==> src/rtl/wavelet_pkg.sv <==
// Shared definitions for the wavelet soft-threshold block.
//   - default widths and derived log2 sizes
//   - threshold FSM state encoding
//   - sat_unsigned(): clamp an unsigned value to a given bit width
package wavelet_pkg;

    localparam int ADC_WIDTH_DEF       = 14;
    localparam int MAX_WINDOW_SIZE_DEF = 1024;
    localparam int SCALE_W_DEF         = 16;
    localparam int FRAC_BITS_DEF       = 12;

    localparam int ADC_WIDTH_LOG  = $clog2(ADC_WIDTH_DEF);
    localparam int MAX_WINDOW_LOG = $clog2(MAX_WINDOW_SIZE_DEF);

    typedef enum logic [2:0] {
        ST_IDLE = 3'd0,
        ST_MUL1 = 3'd1,
        ST_MUL2 = 3'd2,
        ST_SAT  = 3'd3,
        ST_LOAD = 3'd4
    } thr_state_t;

    // Clamp value to the largest number representable in 'width' bits.
    function automatic logic [63:0] sat_unsigned(input logic [63:0] value,
                                                 input int unsigned width);
        logic [63:0] limit;
        limit = (64'd1 << width) - 64'd1;
        return (value > limit) ? limit : value;
    endfunction

endpackage

==> src/rtl/soft_thr_pipe.sv <==
// Three-stage soft-threshold datapath.
//   S1: sign, |x| (one extra bit so the most negative input is safe),
//       threshold and enable sampled per sample
//   S2: d = |x| - T (signed, two extra bits)
//   S3: m = max(d, 0), y = sign ? -m : m, or y = x when bypassed
// Ports:
//   clk, rst          clock, asynchronous active-high reset
//   detail_in/valid   signed input coefficient and qualifier
//   threshold         active threshold T (unsigned)
//   denoised_en       1 = threshold, 0 = pass through
//   detail_out/valid  signed result and qualifier, 3 cycles after input
//   zero_flag         1 while a thresholded sample leaving S3 was zeroed
module soft_thr_pipe
    import wavelet_pkg::*;
#(
    parameter int ADC_WIDTH = ADC_WIDTH_DEF
) (
    input  logic                 clk,
    input  logic                 rst,
    input  logic [ADC_WIDTH-1:0] detail_in,
    input  logic                 detail_valid_in,
    input  logic [ADC_WIDTH-1:0] threshold,
    input  logic                 denoised_en,
    output logic [ADC_WIDTH-1:0] detail_out,
    output logic                 detail_valid_out,
    output logic                 zero_flag
);

    // ---------------- stage 1 ----------------
    logic [ADC_WIDTH:0]   x_ext;
    logic [ADC_WIDTH:0]   abs_next;
    logic                 valid_s1_reg;
    logic                 sign_s1_reg;
    logic [ADC_WIDTH:0]   abs_s1_reg;
    logic [ADC_WIDTH-1:0] thr_s1_reg;
    logic                 en_s1_reg;
    logic [ADC_WIDTH-1:0] raw_s1_reg;

    assign x_ext    = {detail_in[ADC_WIDTH-1], detail_in};
    assign abs_next = detail_in[ADC_WIDTH-1] ? -x_ext : x_ext;

    always_ff @(posedge clk or posedge rst) begin
        if (rst) begin
            valid_s1_reg <= 1'b0;
            sign_s1_reg  <= 1'b0;
            abs_s1_reg   <= '0;
            thr_s1_reg   <= '0;
            en_s1_reg    <= 1'b0;
            raw_s1_reg   <= '0;
        end else begin
            valid_s1_reg <= detail_valid_in;
            sign_s1_reg  <= detail_in[ADC_WIDTH-1];
            abs_s1_reg   <= abs_next;
            thr_s1_reg   <= threshold;
            en_s1_reg    <= denoised_en;
            raw_s1_reg   <= detail_in;
        end
    end

    // ---------------- stage 2 ----------------
    logic signed [ADC_WIDTH+1:0] diff_next;
    logic                        valid_s2_reg;
    logic                        sign_s2_reg;
    logic signed [ADC_WIDTH+1:0] diff_s2_reg;
    logic                        en_s2_reg;
    logic [ADC_WIDTH-1:0]        raw_s2_reg;

    assign diff_next = $signed({1'b0, abs_s1_reg}) - $signed({2'b00, thr_s1_reg});

    always_ff @(posedge clk or posedge rst) begin
        if (rst) begin
            valid_s2_reg <= 1'b0;
            sign_s2_reg  <= 1'b0;
            diff_s2_reg  <= '0;
            en_s2_reg    <= 1'b0;
            raw_s2_reg   <= '0;
        end else begin
            valid_s2_reg <= valid_s1_reg;
            sign_s2_reg  <= sign_s1_reg;
            diff_s2_reg  <= diff_next;
            en_s2_reg    <= en_s1_reg;
            raw_s2_reg   <= raw_s1_reg;
        end
    end

    // ---------------- stage 3 ----------------
    logic [ADC_WIDTH:0]   mag;
    logic [ADC_WIDTH:0]   y_full;
    logic [ADC_WIDTH-1:0] y_next;
    logic                 zero_next;
    logic                 y_msb_unused;

    // d is positive here only when |x| > T, so m <= 2^(ADC_WIDTH-1) and
    // sign * m always fits back into ADC_WIDTH bits; the top bit is redundant.
    assign mag          = (diff_s2_reg <= 0) ? '0 : diff_s2_reg[ADC_WIDTH:0];
    assign y_full       = sign_s2_reg ? -mag : mag;
    assign y_msb_unused = y_full[ADC_WIDTH];
    assign y_next       = en_s2_reg ? y_full[ADC_WIDTH-1:0] : raw_s2_reg;
    assign zero_next    = valid_s2_reg && en_s2_reg && (mag == '0);

    always_ff @(posedge clk or posedge rst) begin
        if (rst) begin
            detail_out       <= '0;
            detail_valid_out <= 1'b0;
            zero_flag        <= 1'b0;
        end else begin
            detail_valid_out <= valid_s2_reg;
            zero_flag        <= zero_next;
            if (valid_s2_reg) begin
                detail_out <= y_next;
            end
        end
    end

endmodule

==> src/rtl/wavelet_soft_threshold.sv <==
// Soft thresholding of a wavelet detail-coefficient stream.
// A lock pulse latches the median estimate; a small FSM turns it into
// T = sat((median * thr_scale_cfg) >> FRAC_BITS) and loads it as the active
// threshold 4 cycles after the lock. Each sample becomes sign(x)*max(|x|-T,0)
// after a fixed 3-cycle pipeline. The number of zeroed samples between locks
// is reported on zero_cnt_out.
// Ports:
//   clk, rst              clock, asynchronous active-high reset
//   median_in             unsigned median, valid with lock_median_posedge
//   lock_median_posedge   1-cycle lock pulse
//   thr_scale_cfg         unsigned fixed-point threshold multiplier
//   denoised_en           1 = threshold, 0 = bypass (sampled at S1)
//   detail_in/valid_in    signed input coefficient and qualifier
//   detail_out/valid_out  thresholded coefficient and qualifier
//   threshold_out         active threshold T
//   thr_valid             set once the first threshold has been loaded
//   zero_cnt_out          zeroed-sample count of the previous window
module wavelet_soft_threshold
    import wavelet_pkg::*;
#(
    parameter int ADC_WIDTH       = ADC_WIDTH_DEF,
    parameter int MAX_WINDOW_SIZE = MAX_WINDOW_SIZE_DEF,
    parameter int SCALE_W         = SCALE_W_DEF,
    parameter int FRAC_BITS       = FRAC_BITS_DEF
) (
    input  logic                               clk,
    input  logic                               rst,
    input  logic [ADC_WIDTH:0]                 median_in,
    input  logic                               lock_median_posedge,
    input  logic [SCALE_W-1:0]                 thr_scale_cfg,
    input  logic                               denoised_en,
    input  logic [ADC_WIDTH-1:0]               detail_in,
    input  logic                               detail_valid_in,
    output logic [ADC_WIDTH-1:0]               detail_out,
    output logic                               detail_valid_out,
    output logic [ADC_WIDTH-1:0]               threshold_out,
    output logic                               thr_valid,
    output logic [$clog2(MAX_WINDOW_SIZE):0]   zero_cnt_out
);

    localparam int CNT_W  = $clog2(MAX_WINDOW_SIZE) + 1;
    localparam int PROD_W = ADC_WIDTH + 1 + SCALE_W;

    thr_state_t state_reg, state_next;

    logic                 load_op;
    logic                 op_from_pending;
    logic                 pend_set;
    logic                 pending_reg;
    logic [ADC_WIDTH:0]   pend_med_reg;
    logic [ADC_WIDTH:0]   med_op_reg;
    logic [SCALE_W-1:0]   scale_op_reg;
    logic [PROD_W-1:0]    mul_reg;
    logic [PROD_W-1:0]    prod_reg;
    logic [ADC_WIDTH-1:0] shadow_reg;
    logic [ADC_WIDTH-1:0] threshold_reg;
    logic                 thr_valid_reg;
    logic [CNT_W-1:0]     cnt_reg;
    logic [CNT_W-1:0]     zero_cnt_reg;
    logic                 zero_flag;
    logic [63:0]          sat_full;
    logic                 sat_unused_bits;

    // ---------------- threshold FSM ----------------
    always_ff @(posedge clk or posedge rst) begin
        if (rst) begin
            state_reg <= ST_IDLE;
        end else begin
            state_reg <= state_next;
        end
    end

    always_comb begin
        state_next      = state_reg;
        load_op         = 1'b0;
        op_from_pending = 1'b0;
        pend_set        = 1'b0;
        case (state_reg)
            ST_IDLE: begin
                if (lock_median_posedge) begin
                    state_next = ST_MUL1;
                    load_op    = 1'b1;
                end
            end
            ST_MUL1: begin
                state_next = ST_MUL2;
                pend_set   = lock_median_posedge;
            end
            ST_MUL2: begin
                state_next = ST_SAT;
                pend_set   = lock_median_posedge;
            end
            ST_SAT: begin
                state_next = ST_LOAD;
                pend_set   = lock_median_posedge;
            end
            ST_LOAD: begin
                // A lock arriving right now is newer than anything pending,
                // so it is used directly and the pending value is discarded.
                if (lock_median_posedge) begin
                    state_next = ST_MUL1;
                    load_op    = 1'b1;
                end else if (pending_reg) begin
                    state_next      = ST_MUL1;
                    load_op         = 1'b1;
                    op_from_pending = 1'b1;
                end else begin
                    state_next = ST_IDLE;
                end
            end
            default: begin
                state_next = ST_IDLE;
            end
        endcase
    end

    // ---------------- threshold computation ----------------
    assign sat_full        = sat_unsigned(64'(prod_reg >> FRAC_BITS), ADC_WIDTH);
    assign sat_unused_bits = ^sat_full[63:ADC_WIDTH];

    // The multiply is registered twice (MUL1 -> mul_reg, MUL2 -> prod_reg)
    // so it maps onto a DSP block with both its pipeline registers used.
    always_ff @(posedge clk or posedge rst) begin
        if (rst) begin
            pending_reg   <= 1'b0;
            pend_med_reg  <= '0;
            med_op_reg    <= '0;
            scale_op_reg  <= '0;
            mul_reg       <= '0;
            prod_reg      <= '0;
            shadow_reg    <= '0;
            threshold_reg <= '0;
            thr_valid_reg <= 1'b0;
        end else begin
            if (pend_set) begin
                pending_reg  <= 1'b1;
                pend_med_reg <= median_in;
            end else if (load_op) begin
                pending_reg <= 1'b0;
            end

            if (load_op) begin
                med_op_reg   <= op_from_pending ? pend_med_reg : median_in;
                scale_op_reg <= thr_scale_cfg;
            end

            if (state_reg == ST_MUL1) begin
                mul_reg <= PROD_W'(med_op_reg) * PROD_W'(scale_op_reg);
            end
            if (state_reg == ST_MUL2) begin
                prod_reg <= mul_reg;
            end
            if (state_reg == ST_SAT) begin
                shadow_reg <= sat_full[ADC_WIDTH-1:0];
            end
            if (state_reg == ST_LOAD) begin
                threshold_reg <= shadow_reg;
                thr_valid_reg <= 1'b1;
            end
        end
    end

    // ---------------- zero counter ----------------
    // A zeroed sample leaving the pipe on the lock cycle belongs to the new
    // window. The running count sticks at all-ones instead of wrapping.
    always_ff @(posedge clk or posedge rst) begin
        if (rst) begin
            cnt_reg      <= '0;
            zero_cnt_reg <= '0;
        end else if (lock_median_posedge) begin
            zero_cnt_reg <= cnt_reg;
            cnt_reg      <= zero_flag ? CNT_W'(1) : '0;
        end else if (zero_flag && (cnt_reg != {CNT_W{1'b1}})) begin
            cnt_reg <= cnt_reg + CNT_W'(1);
        end
    end

    // ---------------- datapath ----------------
    soft_thr_pipe #(
        .ADC_WIDTH (ADC_WIDTH)
    ) u_pipe (
        .clk              (clk),
        .rst              (rst),
        .detail_in        (detail_in),
        .detail_valid_in  (detail_valid_in),
        .threshold        (threshold_reg),
        .denoised_en      (denoised_en),
        .detail_out       (detail_out),
        .detail_valid_out (detail_valid_out),
        .zero_flag        (zero_flag)
    );

    assign threshold_out = threshold_reg;
    assign thr_valid     = thr_valid_reg;
    assign zero_cnt_out  = zero_cnt_reg;

endmodule

==> config.mk <==
export PLATFORM = sky130hd
export DESIGN_NAME = wavelet_soft_threshold
export DESIGN_NICKNAME = d
export VERILOG_FILES = /design/src/rtl/wavelet_pkg.sv /design/src/rtl/soft_thr_pipe.sv /design/src/rtl/wavelet_soft_threshold.sv
export SDC_FILE = /design/constraint.sdc
export NUM_CORES = 1
export LEC_CHECK = 0
export BUFFER_PORTS_ARGS = -buffer_cell sky130_fd_sc_hd__buf_4
export CAP_MARGIN = 0
export CORE_ASPECT_RATIO = 1.1
export CORE_MARGIN = 1.5
export CORE_UTILIZATION = 60
export CTS_CLUSTER_DIAMETER = 100
export DETAILED_ROUTE_END_ITERATION = 12
export PLACE_DENSITY = 0.78
export RECOVER_POWER = 100
export SETUP_SLACK_MARGIN = 0.4
export SLEW_MARGIN = 15
export SYNTH_ARGS = -nofsm -noshare
export SYNTH_HDL_FRONTEND = slang
export SYNTH_SLANG_ARGS = --single-unit
==> constraint.sdc <==
create_clock -name clk -period 9.3 [get_ports clk]
set_input_delay 0 -clock clk [delete_from_list [all_inputs] [get_ports clk]]
set_output_delay 0 -clock clk [all_outputs]
set_load 0.01 [all_outputs]
==> qor.txt <==
Final hold violation count -> 0
Core footprint -> 0.0279 mm^2
Critical setup path kind -> reg -> reg
IO Port Bufs -> 90
Worst slew margin -> -3.00
TritonCTS Buffers -> 25
F_max -> 0.142 GHz
Post_cts resized -> 0
Critical path capture point type -> register
Via Count -> 11800
Most frequent cells in the layout -> inv_1 (254), dfrtp_1 (231), fa_1 (180)
DP HPWL -> 25900 um
DIE WIDTH -> 164 um
Outcome -> finished, violations left
Async S/R FF share, synth -> 1.00
Detailed Route Iter0 Violations -> 881
Critical R2R Launch -> med_op_reg[7]$_DFFE_PP0P_
Syn Nets -> 1989
Failing checks -> max-capacitance violations, max-slew violations
Drt first pass iters -> 6
Ys flop type -> dfrtp_1
Gr usage total -> 0.264
Final Skew -> 0.0103 ns
Hold EP -> u_pipe.valid_s1_reg$_DFF_PP0_
Worst slew pin tran -> 6.00 ns
Antenna Nets Post-Route -> 0
CP Data Arrival Time -> 7.49 ns
DR DRC count -> 0
Crit Path Max Fanout -> 17
Maximum number of pins on one net before global-route repair -> 159
CTS sink cnt -> 231
WL/cell -> 16.9 um
I/O pins -> 91
RSZ-0062 raised after global routing -> no
Final TNS setup -> 0 ns
Commonest non-fill, non-tap cell in the layout -> inv_1
Area grow syn2layout -> 11.4%
Top cells by area, synth -> dfrtp_1 (34%), fa_1 (21%), ha_1 (8.0%)
Area leader, netlist -> dfrtp_1
Global placer's final weighted congestion -> 0.886
Ys Warns -> 0
Max-slew violation count -> 282
CTS tree -> yes
Die area -> 0.0296 mm^2
Synth Cell Area -> 0.0171 mm^2
Site Rows -> 64
Initial Util -> 0.613
Share of post-route cells with drive strength above 1 -> 0.0904
Fin crit period -> 7.02 ns
Post-CTS Setup Inserts -> 0
Synthesized netlist cell count -> 1650
Hold Crit Depth -> 2
Hold WC Path Type -> in -> reg
Synth cell types -> 66
Vias in the first global route -> 12500
Vias per cell -> 5.55
Internal reg-to-reg setup slack -> 2.28 ns
Setup-failing EPs final -> 0
Remaining global-route overflow -> 0
Global-route wire length before repair -> 61900 um
Reg2reg path depth -> 18
Reported max-cap violation count -> 3
Initial antenna violation count -> 1
CP Data Required Time -> 9.77 ns
Proportion of synthesized chip area in sequential cells -> 0.338
Clk Latency, worst-skew pair -> 0.54 ns
Synth top area share -> 0.338
Die height -> 180 um
Root Buffer Master -> clkbuf_16
# nets final -> 2089
Reg2reg end -> mul_reg[29]$_DFFE_PP0P_
Detailed Route WL -> 36100 um
Syn Area/Cell -> 10.4 um^2
# hold bufs at CTS -> 49
H-tree levels -> 1
Clk slew on worst S/H paths -> 0.06 ns
Hold Path Origin -> detail_valid_in
Final Cycle Share -> 0.755
CP Launch Type -> register
EDFF count, synth -> 0
Maximum root-to-sink buffer count -> 3
Seq cells post-synth -> 231
metrics by stage:
step,hold WS [ns],utilization,instance area (um^2),setup slack (ns),instances
2_1_floorplan,0.0314,-,17100,2.97,1650
3_3_place_gp,0.112,0.645,18000,3.03,2037
3_5_place_dp,0.112,0.645,18000,2.89,2037
4_1_cts,0.101,0.693,19400,2.85,2132
5_1_grt,0.131,0.682,19100,1.42,2133
6_report,0.135,0.682,19100,2.28,2133
layer usage:
metal / GRT usage / part of all wire / vias up
met1: 0.351 / 0.42 / 5932
met4: 0.106 / 0.042 / 0
met3: 0.0354 / 0.047 / 101
met5: 0 / 0 / -
met2: 0.439 / 0.49 / 321
li1: - / - / 5482
worst max-delay path, stage by stage (launching register included):
cell     delay [ns]
dfrtp_1        0.80
nand2_1        0.21
fa_1           0.59
fa_1           0.45
fa_1           0.49
inv_1          0.07
fa_1           0.50
fa_1           0.55
inv_1          0.06
fa_1           0.53
inv_1          0.04
ha_1           0.36
nand4_1        0.17
or2_2          0.31
o21ba_1        0.21
o21ai_0        0.55
a41oi_1        0.37
or4_1          0.57
nand4_1        0.11
logic make-up (layout without fill, tap and decap cells):
family                     Yosys count  after routing  share of synthesized area
and+or+nand+nor                    451            451                      0.133
buffers and inverters              324            443                     0.0713
adders and majority gates          289            289                      0.290
DFF                                231            231                      0.338
AOI/OAI and AO/OA                  205            205                     0.0787
muxes                               98             98                     0.0631
xor gates and xnor gates            51             51                     0.0261
other                                1              2                   0.000219
final cells by class:
cell class	instances	area [um^2]
antenna	1	2.50
clock buffer	33	706
clock inverter	13	146
fill	2098	8880
inverter	254	953
multi-input combinational	1095	10100
sequential	231	5780
tap	363	454
timing repair buffer	143	972
worst max-delay path by stage:
| stage | start | endpoint |
|---|---|---|
| final | med_op_reg[7]$_DFFE_PP0P_ | mul_reg[29]$_DFFE_PP0P_ |
| after global routing | rst | prod_reg[15]$_DFFE_PP0P_ |
| after CTS | med_op_reg[7]$_DFFE_PP0P_ | mul_reg[29]$_DFFE_PP0P_ |
| after detailed placement | med_op_reg[7]$_DFFE_PP0P_ | mul_reg[29]$_DFFE_PP0P_ |
| after global placement | scale_op_reg[10]$_DFFE_PP0P_ | mul_reg[28]$_DFFE_PP0P_ |
| after floorplan | rst | cnt_reg[0]$_DFFE_PP0P_ |
cell usage after synthesis, drive strengths merged (15+ instances only):
cell / instances
nand2: 176
mux2i: 19
xnor2: 37
clkbuf: 64
inv: 254
mux2: 79
a21oi: 46
o21ai: 69
and2: 138
fa: 180
dfrtp: 231
ha: 109
nand4: 15
nor2: 47
Power is left out: the tool's default activity adds up to more than one toggle a clock period on the data nets, which glitch-free logic cannot reach.
